`src/rtl/rp_mon_pkg.sv`:
```
// Shared types and default sizing for the RP LED monitor.
package rp_mon_pkg;

    typedef enum logic [1:0] {
        IDLE  = 2'd0,
        ARMED = 2'd1,
        RUN   = 2'd2,
        STALE = 2'd3
    } ch_state_t;

    localparam int unsigned DEF_CNT_W   = 32;
    localparam int unsigned DEF_TIMEOUT = 200_000_000;

endpackage

```
`src/rtl/rp_led_mon_ch.sv`:
```
// One monitored channel: measures the rise-to-rise period of an isolated LED and
// tracks whether the channel is still blinking.
module rp_led_mon_ch
    import rp_mon_pkg::*;
#(
    parameter int unsigned CNT_W   = DEF_CNT_W,
    parameter int unsigned TIMEOUT = DEF_TIMEOUT
) (
    input  logic             clk100,
    input  logic             rst,
    input  logic             rise,
    input  logic             decouple,
    output logic [CNT_W-1:0] period,
    output logic             period_vld,
    output logic             alive
);

    localparam logic [CNT_W-1:0] TIMEOUT_C = CNT_W'(TIMEOUT);
    localparam logic [CNT_W-1:0] ONE       = CNT_W'(1);

    ch_state_t        state_q, state_d;
    logic [CNT_W-1:0] cnt_q, cnt_d;
    logic [CNT_W-1:0] period_q, period_d;
    logic             vld_q, vld_d;
    logic             alive_q, alive_d;

    always_ff @(posedge clk100 or posedge rst) begin
        if (rst) begin
            state_q  <= IDLE;
            cnt_q    <= '0;
            period_q <= '0;
            vld_q    <= 1'b0;
            alive_q  <= 1'b0;
        end else begin
            state_q  <= state_d;
            cnt_q    <= cnt_d;
            period_q <= period_d;
            vld_q    <= vld_d;
            alive_q  <= alive_d;
        end
    end

    // A rise in the same cycle the counter hits TIMEOUT is checked first, so it wins.
    always_comb begin
        state_d  = state_q;
        cnt_d    = cnt_q;
        period_d = period_q;
        vld_d    = 1'b0;
        if (decouple) begin
            state_d = IDLE;
            cnt_d   = '0;
        end else begin
            unique case (state_q)
                IDLE: begin
                    cnt_d = '0;
                    if (rise) begin
                        state_d = ARMED;
                        cnt_d   = ONE;
                    end
                end
                ARMED: begin
                    if (rise) begin
                        period_d = cnt_q;
                        vld_d    = 1'b1;
                        cnt_d    = ONE;
                        state_d  = RUN;
                    end else if (cnt_q == TIMEOUT_C) begin
                        state_d = IDLE;
                        cnt_d   = '0;
                    end else begin
                        cnt_d = cnt_q + ONE;
                    end
                end
                RUN: begin
                    if (rise) begin
                        period_d = cnt_q;
                        vld_d    = 1'b1;
                        cnt_d    = ONE;
                    end else if (cnt_q == TIMEOUT_C) begin
                        state_d = STALE;
                    end else begin
                        cnt_d = cnt_q + ONE;
                    end
                end
                STALE: begin
                    if (rise) begin
                        state_d = ARMED;
                        cnt_d   = ONE;
                    end
                end
                default: begin
                    state_d = IDLE;
                    cnt_d   = '0;
                end
            endcase
        end
        alive_d = (state_d == RUN);
    end

    assign period     = period_q;
    assign period_vld = vld_q;
    assign alive      = alive_q;

endmodule

```
`src/rtl/rp_led_mon.sv`:
```
// Static-side monitor for RP LED outputs: isolation during reconfiguration,
// per-channel blink period measurement and alive/stale status.
module rp_led_mon
    import rp_mon_pkg::*;
#(
    parameter int unsigned NUM_CH  = 2,
    parameter int unsigned CNT_W   = DEF_CNT_W,
    parameter int unsigned TIMEOUT = DEF_TIMEOUT,
    parameter int unsigned ACK_DLY = 2
) (
    input  logic                    clk100,
    input  logic                    rst,
    input  logic                    decouple_i,
    input  logic [NUM_CH-1:0]       leds_i,
    output logic [NUM_CH-1:0]       leds_o,
    output logic [NUM_CH*CNT_W-1:0] period_o,
    output logic [NUM_CH-1:0]       period_vld_o,
    output logic [NUM_CH-1:0]       alive_o,
    output logic                    decouple_ack_o
);

    logic [NUM_CH-1:0]  led_q;
    logic [NUM_CH-1:0]  led_qq;
    logic [NUM_CH-1:0]  rise;
    logic [ACK_DLY-1:0] ack_sr;

    // Gating ahead of the first flop keeps RP glitches off the pins and out of the FSMs.
    always_ff @(posedge clk100 or posedge rst) begin
        if (rst) begin
            led_q  <= '0;
            led_qq <= '0;
        end else begin
            led_q  <= leds_i & ~{NUM_CH{decouple_i}};
            led_qq <= led_q;
        end
    end

    assign rise   = led_q & ~led_qq;
    assign leds_o = led_q;

    generate
        if (ACK_DLY == 1) begin : g_ack_one
            always_ff @(posedge clk100 or posedge rst) begin
                if (rst) ack_sr <= '0;
                else     ack_sr <= decouple_i;
            end
        end else begin : g_ack_multi
            always_ff @(posedge clk100 or posedge rst) begin
                if (rst) ack_sr <= '0;
                else     ack_sr <= {ack_sr[ACK_DLY-2:0], decouple_i};
            end
        end
    endgenerate

    assign decouple_ack_o = ack_sr[ACK_DLY-1];

    for (genvar i = 0; i < NUM_CH; i++) begin : g_ch
        rp_led_mon_ch #(
            .CNT_W   (CNT_W),
            .TIMEOUT (TIMEOUT)
        ) u_ch (
            .clk100     (clk100),
            .rst        (rst),
            .rise       (rise[i]),
            .decouple   (decouple_i),
            .period     (period_o[i*CNT_W +: CNT_W]),
            .period_vld (period_vld_o[i]),
            .alive      (alive_o[i])
        );
    end

endmodule

```
`config.mk`:
```
export PLATFORM = sky130hd
export DESIGN_NAME = rp_led_mon
export DESIGN_NICKNAME = d
export VERILOG_FILES = /design/src/rtl/rp_mon_pkg.sv /design/src/rtl/rp_led_mon_ch.sv /design/src/rtl/rp_led_mon.sv
export SDC_FILE = /design/constraint.sdc
export NUM_CORES = 1
export LEC_CHECK = 0
export ABC_AREA = 0
export BUFFER_PORTS_ARGS = -buffer_cell sky130_fd_sc_hd__buf_2
export CORE_MARGIN = 5
export CORE_UTILIZATION = 40
export DETAILED_ROUTE_END_ITERATION = 8
export PLACE_DENSITY = 0.62
export SYNTH_ARGS = -nofsm -noshare
export SYNTH_HDL_FRONTEND = slang
export SYNTH_HIERARCHICAL = 1
export SYNTH_SLANG_ARGS = --single-unit
```
`constraint.sdc`:
```
create_clock -name clk100 -period 2.9 [get_ports clk100]
set_clock_uncertainty 0.05 [all_clocks]
set_input_delay 0.145 -clock clk100 [delete_from_list [all_inputs] [get_ports clk100]]
set_output_delay 0.145 -clock clk100 [all_outputs]
set_load 0.01 [all_outputs]
```
* After elaboration in Yosys (flattened, before gate mapping)
Index checks and enable logic that the tools add are counted.
** Word-level totals
- Bits in registers :: 142
- Output and inout bits :: 71
- Logic and storage cells :: 80
** Operators by class
- $add $sub $neg :: 2
- Equality and inequality tests :: 14
- Mux-type cells :: 36
- Bitwise gates (word level) :: 5
- Reductions and logical operators :: 10
** Operators with widths (number)
- two-way mux 32 bit :: 12
- case mux 32 bit (4 select lines) :: 2
- adder 32 x 1 -> 32 bit (second input constant) :: 2
- equality test 32 x 28 -> 1 bit (second input constant) :: 2
- two-way mux 2 bit :: 12
- equality test 2 bit (second input constant) :: 6
- case mux 2 bit (3 select lines) :: 2
- two-way mux 1 bit :: 8
- inequality test 4 bit (second input constant) :: 2
- OR reduction 2 bit :: 4
- inequality test 3 bit (second input constant) :: 2
- AND reduction 3 bit :: 2
- AND 2 bit :: 2
- equality test 2 x 1 -> 1 bit (second input constant) :: 2
- zero test 2 bit :: 2
- inverter 2 bit :: 2
- AND reduction 2 bit :: 2
- inverter 1 bit :: 1

* Logic depth before layout (Yosys ltp)
Gate-level depths: netlist (run 1).
- Depth after elaboration :: 6
- Gate-level depth with buffers :: 9

* Modules after synthesis
Netlist (run 1), hierarchy kept.
** By module, submodules not included
- rp_led_mon_ch :: instances 2, cells each 326, area an instance 3434.5 um^2
- rp_led_mon :: instances 1, cells each 11, area an instance 193.9 um^2

* Worst setup path before layout (run 1)
OpenSTA, ideal clock, no wires.
- Kind :: register to register
- From :: register g_ch[0].u_ch.state_q[0]
- To :: register g_ch[0].u_ch.cnt_q[22]
- Arrival :: 1.935 ns
- Path slack :: 0.805 ns
- Cell stages (with the launch flop) :: 9
- Buffers on the path :: 1
- Clock period less this slack :: 2.095 ns
- Path through :: dfrtp_1 > inv_1 > ha_1 > o21ai_0 > or2_2 > nor2_2 > buf_6 > nand2_1 > o41ai_1
** Between the ends
- Cells in the longest elaborated chain, start to end :: 3
- Elaborated cells on any way between the ends :: 9
** RTL lines
- start: declaration :: line rp_led_mon_ch.sv:21 : ch_state_t state_q, state_d;
- start signal: assignment :: line rp_led_mon_ch.sv:35 : state_q <= state_d;
- equality test 2 bit (tied with other cells) :: line rp_led_mon_ch.sv:53 : unique case (state_q)
- case mux 32 bit (4 select lines) (tied with other cells) :: line rp_led_mon_ch.sv:53
- two-way mux 32 bit or AND reduction 2 bit (tied branches)
- end signal: assignment :: line rp_led_mon_ch.sv:36 : cnt_q <= cnt_d;
- end: declaration :: line rp_led_mon_ch.sv:22 : logic [CNT_W-1:0] cnt_q, cnt_d;
Parallel ways exist; a longest one is shown, timed or not.
A chain may end at the register's enable or synchronous reset.

* Worst setup path after layout (run 1)
- From :: register g_ch[1].u_ch.state_q[0]
- To :: register g_ch[1].u_ch.cnt_q[22]
** Between the ends
- Cells in the longest elaborated chain, start to end :: 3
- Elaborated cells on any way between the ends :: 9
** RTL lines (line)
- start: declaration :: rp_led_mon_ch.sv:21
- start signal: assignment :: rp_led_mon_ch.sv:35
- equality test 2 bit (tied with other cells) :: rp_led_mon_ch.sv:53
- case mux 32 bit (4 select lines) (tied with other cells) :: rp_led_mon_ch.sv:53
- two-way mux 32 bit or AND reduction 2 bit (tied branches)
- end signal: assignment :: rp_led_mon_ch.sv:36
- end: declaration :: rp_led_mon_ch.sv:22
Parallel ways exist; a longest one is shown, timed or not.

==> results.yml, run 1 <==
power:
  p_sw_mw: 0.966
  vdd_ir_drop_max_mv: 0.404
  seqPwrFrac_pct: 44.7
  leakagePower_nw: 3.75
  comb_power_share_pct: 3.4
  clkPwrFrac_pct: 51.9
  switching_share_pct: 21.5
  p_int_mw: 3.53
  p_per_area_nw_per_um2: 539
sta:
  worst_slack_ps: 300
  setup_viol: 0
  drv_slew: 0
  slew-limit-headroom_pct: 52.5
  tns_ps: 0
  worst_pin_slew_ps: 711
  fin_crit_sh_pct: 89.7
  period_needed_ps: 2600
  grt_setup_unrepaired: "no"
  fmax_ghz: 0.385
  hold_viol: 0
synth:
  syn_area_per_cell_um2: 10.7
  synth-main-ff-cell: "dfrtp_1"
  yosysTopAreaCell: "dfrtp_1"
  synth_area_leaders: "dfrtp_1 50%, mux2_2 7.7%, nand2_1 3.2%, o21ai_0 2.8%, nor2_1 2.3%"
  synth_nets: 680
  synth_area_um2: 7060
  synth_edf_count: 0
  seq_area_frac_synth_pct: 50.3
  netlist_instances: 663
  yosysWarnings: 6
  synth.distinct_cells: 59
  synth-async-reset-ratio_pct: 100
  netlist.area_leader.share_pct: 50.3
  ys_seq_elements: 142
worst_hold_path:
  hold_class: "in -> async"
critical_path:
  r2r_end: "g_ch[1].u_ch/cnt_q[22]"
  cp-start-kind: "flip-flop"
  slowest_stage: "o41ai_1"
  cp.arrival_ps: 2850
  critPathCaptureType: "flip-flop"
  crit_type: "reg -> reg"
  crit-reg2reg-launch: "g_ch[1].u_ch/state_q[0]"
  worstRegToRegCells: 7
  cp_cell_sequence: "inv_1, ha_1, o21ai_0, or2_2, nor2_2, nand2_1, o41ai_1"
  cpPeakStageDelay_ps: 430
  rrSetupSlack_ps: 300
  required_ps: 3150
  crit_fanout: 9
route:
  drt_iter0_markers: 530
  vias: 5471
  wirelength_mm: 16.6
  wl_per_cell_um: 16.9
  dr.pass1.iters: 5
  ant_nets: 0
  drc_errors: 0
  viasPerCell: 5.55
die:
  io_pins: 76
  row_count: 48
  dieArea_um2: 20400
  start_util_pct: 40.8
  die_y_um: 143
  core-area_um2: 17300
  dieWidth_um: 143
placement:
  gp_congestion: 0.936
  place_hpwl_mm: 11.9
  place_ws_ps: 361
  io_buffers: 75
global_routing:
  grt_usage_pct: 17.2
  grt_max_degree: 42
  grt_pass1_wl_mm: 28.2
  antenna_found_initial: 0
  grt_pass1_vias: 5411
  gr-total-overflow: 0
clock_network:
  cts_inserted_buffers: 17
  cts_tree: "built"
  clockRootBuffer: "clkbuf_16"
  postCtsSetupBuffers: 0
  numClockSinks: 142
  clockBufferDepth: 2
  htreeDepth: 4
  clkLatencyLatePin_ps: 420
  path_clk_slew_ps: 60
layout:
  antennaDiodeCount: 0
  area_growth_syn_to_layout_pct: 18.2
  drive_gt1_share_pct: 27.8
  regArea_um2: 3550
  mostFrequentLayoutCell: "dfrtp_1"
  fill_cells: 1597
  finalNetCount: 764
  multiInputGateArea_um2: 3240
  final_cell_mix: "142 x dfrtp_1, 75 x buf_2, 60 x nand2_1, 48 x mux2_2, 44 x nor2_1"
outcome:
  status: "finished, final reports clean"
flow_run:
  maxCapViolCount: 0
cell families (layout without fill, tap and decap cells):
logic type	after synthesis	after routing	synth area share [%]
AND/OR/NAND/NOR	250	250	21.6
AO/OA/AOI/OAI	132	132	11.3
buffers and inverters	55	152	3.88
multiplexers	54	54	8.50
flip-flops	142	142	50.3
XOR/XNOR	18	18	2.23
adder cells (fa/ha/maj)	12	12	2.13
state kept, by name, summed over array words and instances, names as in the netlist:
signal	cells
g_ch.u_ch/period	64
ack_sr	2
g_ch.u_ch/alive	2
g_ch.u_ch/cnt_q	64
led_qq	2
g_ch.u_ch/state_q	4
g_ch.u_ch/period_vld	2
leds_o	2
stage by stage:
| step | utilization (%) | instance area (µm²) | hold WS [ps] | std cells | total power [mW] |
|---|---|---|---|---|---|
| 2_1_floorplan | - | 7060 | -114 | 663 | 2.15 |
| 3_3_place_gp | 44.3 | 7670 | 47.6 | 949 | 2.19 |
| 3_5_place_dp | 44.3 | 7670 | 51.3 | 949 | 2.20 |
| 4_1_cts | 48.3 | 8350 | 143 | 985 | 4.57 |
| 5_1_grt | 48.3 | 8350 | 178 | 985 | 4.66 |
| 6_report | 48.3 | 8350 | 153 | 985 | 4.50 |
worst max path at each step:
stage                                       start                      to  cells past startpoint  slack, ps
after floorplan           g_ch[0].u_ch/state_q[0]  g_ch[0].u_ch/cnt_q[22]                      8        810
after global placement      g_ch[0].u_ch/cnt_q[0]  g_ch[0].u_ch/cnt_q[21]                      9        390
after detailed placement  g_ch[0].u_ch/state_q[0]  g_ch[0].u_ch/cnt_q[22]                      7        360
after CTS                 g_ch[0].u_ch/state_q[0]  g_ch[0].u_ch/cnt_q[22]                      7        340
after global routing      g_ch[1].u_ch/state_q[0]  g_ch[1].u_ch/cnt_q[22]                      7         60
final                     g_ch[1].u_ch/state_q[0]  g_ch[1].u_ch/cnt_q[22]                      7        300
cells in the mapped netlist, types with 6 or more instances:
cell type  instances
o211ai_1           8
nand2_1           60
nor2_1            44
nor4_4             6
clkbuf_1           6
a21oi_1           30
xnor2_1           16
nand4_1           14
inv_1             29
mux2i_1            6
buf_2              6
o21ai_0           40
ha_1              12
nor4_1            18
mux2_2            48
a31oi_1           24
dfrtp_1          142
nand3_1           30
nor3_1            14
buf_6              6
or3_1              8
area by class of cell:
| class | instances | share of cell area (%) |
|---|---|---|
| Timing Repair Buffer | 91 | 6.35 |
| Inverter | 29 | 1.30 |
| Clock inverter | 13 | 2.26 |
| Multi-Input combinational cell | 466 | 38.7 |
| Sequential cell | 142 | 42.5 |
| Clock buffer | 19 | 5.42 |
| Tap cell | 225 | 3.37 |
critical path, delay by kind of cell (launching register included):
| family | cells | cell delay (ps) |
|---|---|---|
| AO/OA/AOI/OAI | 2 | 640 |
| buffers and inverters | 1 | 130 |
| adder cells (fa/ha/maj) | 1 | 300 |
| AND/OR/NAND/NOR | 3 | 950 |
| flip-flops | 1 | 420 |
layer usage:
metal	share of wire, %	up-vias	GRT usage, %
li1	-	2582	-
met1	47	2668	24.9
met2	45	205	25.7
met3	6.2	16	3.85
met4	0.95	0	5.50
met5	0	-	0
power groups by stage:
stage               clock (mW)  combinational [mW]  sequential (mW)
CTS                       2.40               0.159             2.01
global route              2.47               0.178             2.01
global placement             0               0.150             2.04
finish                    2.34               0.154             2.01
floorplan                    0               0.102             2.04
detailed placement           0               0.155             2.05
repair_timing:
| action | 4_1_cts | 5_1_grt |
|---|---|---|
| hold buffers | 4 | 0 |
| resized for setup | 0 | 0 |
| hold endpoints to repair | 56 | 0 |
Power figures use the tool's default switching activity.
==> inputs of run 2 (changes only) <==
Settings changed: ABC_AREA 0 to 1, CORE_MARGIN 5 to 2, PLACE_DENSITY 0.62 to 0.61.
==> results.yml, run 2 <==
synth:
  netlist.area_leader.share_pct: 41.9
  yosysWarnings: 6
  synth_edf_count: 0
  synth-main-ff-cell: "dfrtp_1"
  synth_area_leaders: "dfrtp_1 42%, nand2_1 15%, nand3_1 8.1%, nor2_1 6.0%, inv_1 5.6%"
  synth.distinct_cells: 32
  seq_area_frac_synth_pct: 41.9
  ys_seq_elements: 142
  synth_nets: 1220
  yosysTopAreaCell: "dfrtp_1"
  synth_area_um2: 8480
  synthMostInstantiatedCell: "nand2_1"
  netlist_instances: 1203
  synth-async-reset-ratio_pct: 100
  synth_common_cells: "328 x nand2_1, 142 x dfrtp_1, 138 x nand3_1"
  syn_area_per_cell_um2: 7.05
critical_path:
  cp_num_buf_inv: 2
  slowest_stage: "dfrtp_1"
  cp.arrival_ps: 2630
  crit_type: "reg -> reg"
  crit_family: "simple AND/OR/NAND/NOR gates"
  cpPeakStageDelay_ps: 440
  crit_fanout: 25
  required_ps: 3210
  cp_cell_sequence: "inv_1, ha_1, nand2_1, nor2_1, nand2_1, nor2_4, nand3_2, nand2_2, nand2_4, nand2_4, inv_2, nor2_1"
  cp-start-kind: "flip-flop"
  critPathCaptureType: "flip-flop"
sta:
  period_needed_ps: 2320
  worst_slack_ps: 581
  worst_pin_slew_ps: 723
  hold_viol: 0
  fin_hold_ws_ps: 181
  tns_ps: 0
  fmax_ghz: 0.431
  setup_viol: 0
  fin_crit_sh_pct: 80.0
  drv_slew: 0
  slew-limit-headroom_pct: 51.7
  grt_setup_unrepaired: "no"
route:
  vias: 7886
  dr.pass1.iters: 5
  drc_errors: 0
  wirelength_mm: 22.8
  wl_per_cell_um: 14.6
  viasPerCell: 5.05
  drt_iter0_markers: 635
  ant_nets: 0
power:
  switching_share_pct: 32.1
  total_power_mw: 5.29
  seqPwrFrac_pct: 40.0
  comb_power_share_pct: 18.4
  leakagePower_nw: 4.57
  p_per_area_nw_per_um2: 544
  vdd_ir_drop_max_mv: 0.417
  p_sw_mw: 1.70
  p_int_mw: 3.59
  clkPwrFrac_pct: 41.7
flow_run:
  maxCapViolCount: 0
global_routing:
  grt_pass1_vias: 7396
  grt_max_degree: 65
  grt_pass1_wl_mm: 38.2
  antenna_found_initial: 0
  gr-total-overflow: 0
  grt_usage_pct: 21.3
clock_network:
  cts_inserted_buffers: 17
  clockRootBuffer: "clkbuf_16"
  clockBufferDepth: 2
  cts_tree: "built"
  htreeDepth: 4
  clkLatencyLatePin_ps: 430
  postCtsSetupBuffers: 0
  path_clk_slew_ps: 60
  numClockSinks: 142
outcome:
  status: "finished, final reports clean"
layout:
  finalNonFillerCells: 1563
  finalNetCount: 1292
  antennaDiodeCount: 0
  finish.instance_area_um2: 9720
  mostFrequentLayoutCell: "nand2_1"
  utilization_pct: 46.5
  drive_gt1_share_pct: 17.4
  final_cell_mix: "328 x nand2_1, 142 x dfrtp_1, 138 x nand3_1, 136 x nor2_1, 125 x inv_1"
  area_growth_syn_to_layout_pct: 14.6
die:
  row_count: 53
  dieArea_um2: 22400
  die_y_um: 150
  core-area_um2: 20900
  io_pins: 76
  dieWidth_um: 150
  start_util_pct: 40.6
placement:
  placed_cell_area_um2: 9090
  place_hpwl_mm: 16.5
  gp_congestion: 0.913
  io_buffers: 75
  dp_cells: 1527
  place_ws_ps: 614
worst_hold_path:
  hold_class: "in -> async"
==> run 2: cell types whose count changed after synthesis, sizes merged, moves of 10 or more <==
cell and change:
nand2 +310, nor2 +126, inv +118, nand3 +108, mux2 -48, o21ai +46
a31oi -24, nor4 -24, xnor2 -16, a21oi -10, clkbuf +10, or3 -10
==> run 2: worst paths after layout <==
path,endpoint,depth (start not counted),slack (ps),startpoint
min in group clk100,ack_sr[1],0,300,ack_sr[0]
worst min register to register,ack_sr[1],0,300,ack_sr[0]
worst max register to register,g_ch[1].u_ch/cnt_q[26],12,580,g_ch[1].u_ch/cnt_q[0]
worst min-delay path,g_ch[1].u_ch/period_vld,3,180,rst
max in group asynchronous,g_ch[0].u_ch/period[27],4,1750,rst
worst max-delay path,g_ch[1].u_ch/cnt_q[26],12,580,g_ch[1].u_ch/cnt_q[0]
==> run 2: area by class of cell <==
type / count / area (µm²)
Inverter: 151 / 567
Sequential cell: 142 / 3550
Clock inverter: 14 / 160
Multi-Input combinational cell: 874 / 4140
Clock buffer: 18 / 429
Tap cell: 275 / 344
Timing Repair Buffer: 89 / 528
Fill cell: 2128 / 11200
==> run 2: worst register-to-register path, stage by stage (launching register included) <==
cell and delay (ps):
dfrtp_1 440, inv_1 180, ha_1 240, nand2_1 70
nor2_1 90, nand2_1 90, nor2_4 100, nand3_2 90
nand2_2 90, nand2_4 200, nand2_4 300, inv_2 170
nor2_1 140
==> run 2: repair_timing <==
item	CTS	global route
endpoints found under the setup margin	0	0
hold buffers	4	0
endpoints found under the hold margin	109	0
resized for setup	0	0
==> run 2: logic make-up after synthesis <==
| family | share of synthesized area, % |
|---|---|
| buffers and inverters | 9.28 |
| AND/OR/NAND/NOR | 39.7 |
| AO/OA/AOI/OAI | 7.32 |
| adder cells (fa/ha/maj) | 1.77 |
| flip-flops | 41.9 |
==> run 2: per-layer routing <==
layer | GRT usage (%) | share of wire (%)
met5 | 0 | 0
met1 | 32.4 | 50
met2 | 31.3 | 43
met3 | 3.78 | 6.0
met4 | 5.33 | 0.92
==> run 2: power groups by stage <==
stage / Combinational [mW] / Clock [mW] / Sequential, mW
after floorplan: 0.691 / 0 / 2.15
final: 0.973 / 2.20 / 2.11
after detailed placement: 0.957 / 0 / 2.15
after global placement: 0.952 / 0 / 2.14
after global routing: 1.10 / 2.36 / 2.12
after CTS: 0.966 / 2.26 / 2.11
==> inputs of run 3 (changes only) <==
Clock period 2.9 ns to 2.3 ns, I/O delays scaled along.
==> results.yml, run 3 (synthesis gave the netlist of run 2 again) <==
clock_network:
  clockBufferDepth: 2
  path_clk_slew_ps: 60
  postCtsSetupBuffers: 0
  cts_tree: "built"
  cts_inserted_buffers: 17
  numClockSinks: 142
  clkLatencyLatePin_ps: 420
  htreeDepth: 4
  clockRootBuffer: "clkbuf_16"
critical_path:
  critPathCaptureType: "flip-flop"
  crit_fanout: 15
  cp.arrival_ps: 2420
  required_ps: 2610
  crit_type: "reg -> reg"
  cp-start-kind: "flip-flop"
sta:
  drv_slew: 0
  setup_viol: 0
  tns_ps: 0
  grt_setup_unrepaired: "no"
  worst_pin_slew_ps: 533
  slew-limit-headroom_pct: 64.4
  fmax_ghz: 0.474
  fin_crit_sh_pct: 91.7
  period_needed_ps: 2110
  worst_slack_ps: 190
  fin_hold_ws_ps: 136
  hold_viol: 0
placement:
  place_hpwl_mm: 16.5
  gp_congestion: 0.894
  io_buffers: 75
  placed_cell_area_um2: 9170
  dp_cells: 1539
  place_ws_ps: 235
power:
  total_power_mw: 6.75
  p_per_area_nw_per_um2: 686
  vdd_ir_drop_max_mv: 0.541
  leakagePower_nw: 4.66
global_routing:
  grt_pass1_vias: 7300
  grt_usage_pct: 21.1
  antenna_found_initial: 0
  gr-total-overflow: 0
  grt_pass1_wl_mm: 37.7
  grt_max_degree: 69
layout:
  mostFrequentLayoutCell: "nand2_1"
  final_cell_mix: "328 x nand2_1, 142 x dfrtp_1, 138 x nand3_1, 136 x nor2_1, 125 x inv_1"
  finalNonFillerCells: 1577
  utilization_pct: 47.1
  finish.instance_area_um2: 9840
  fill_cells: 2119
  finalNetCount: 1306
  area_growth_syn_to_layout_pct: 16.0
  antennaDiodeCount: 0
  drive_gt1_share_pct: 18.2
route:
  drc_errors: 0
  wl_per_cell_um: 14.6
  drt_iter0_markers: 851
  wirelength_mm: 23.0
  dr.pass1.iters: 6
  viasPerCell: 5.10
  ant_nets: 0
  vias: 8040
die:
  io_pins: 76
  die_y_um: 150
  row_count: 53
  start_util_pct: 40.6
  dieArea_um2: 22400
  core-area_um2: 20900
  dieWidth_um: 150
flow_run:
  maxCapViolCount: 0
worst_hold_path:
  hold_class: "in -> async"
outcome:
  status: "finished, final reports clean"
==> run 3: cell count changes in the layout (fill, tap and decap cells not counted), moves of 2 or more <==
cell           before  now
buf_4               7   20
clkinvlp_4          3    0
dlygate4sd3_1       4    6
inv_6               3    5
==> run 3: cell type report <==
type                            instances  area, µm²  share of cell area, %
Multi-Input combinational cell        874       4150                   42.2
Sequential cell                       142       3550                   36.1
Timing Repair Buffer                  103        626                   6.36
Inverter                              151        567                   5.76
Clock buffer                           18        439                   4.46
Tap cell                              275        344                   3.50
Clock inverter                         14        158                   1.60
==> run 3: where the power goes <==
part           leakage (nW)  internal [mW]  switching, mW
Clock                 0.296           1.65           1.15
Combinational          2.39          0.388          0.918
Sequential             1.97           2.58         0.0661
==> run 3: final timing paths <==
kind	startpoint	end	slack, ps	depth (start not counted)
worst max-delay path	g_ch[1].u_ch/cnt_q[0]	g_ch[1].u_ch/cnt_q[1]	190	12
worst min-delay path	rst	led_qq[1]	140	3
worst max register to register	g_ch[1].u_ch/cnt_q[0]	g_ch[1].u_ch/cnt_q[1]	190	12
worst min register to register	ack_sr[0]	ack_sr[1]	310	0
max in group asynchronous	rst	g_ch[1].u_ch/cnt_q[22]	1220	4
min in group clk100	ack_sr[0]	ack_sr[1]	310	0
==> run 3: routing by layer <==
layer	global-route usage (%)	part of all wire [%]
met4	4.90	0.88
met1	31.9	49
met3	3.99	7.1
met5	0	0
met2	31.1	43
==> run 3: worst max-delay path, cell delays in order, from the launching register on <==
cell and delay (ps):
dfrtp_1 380, inv_1 130, ha_1 280, nand3_1 130, nor2_1 170, nand2_1 80
nor2_1 120, nand3_1 110, nand2_2 310, nand2_1 80, nand2_1 80, nand2_1 50
inv_1 70
==> run 3: timing repair <==
item	in CTS	in global routing
gates resized for setup	0	1
endpoints found under the setup margin	0	2
hold buffers	6	0
endpoints found under the hold margin	99	0
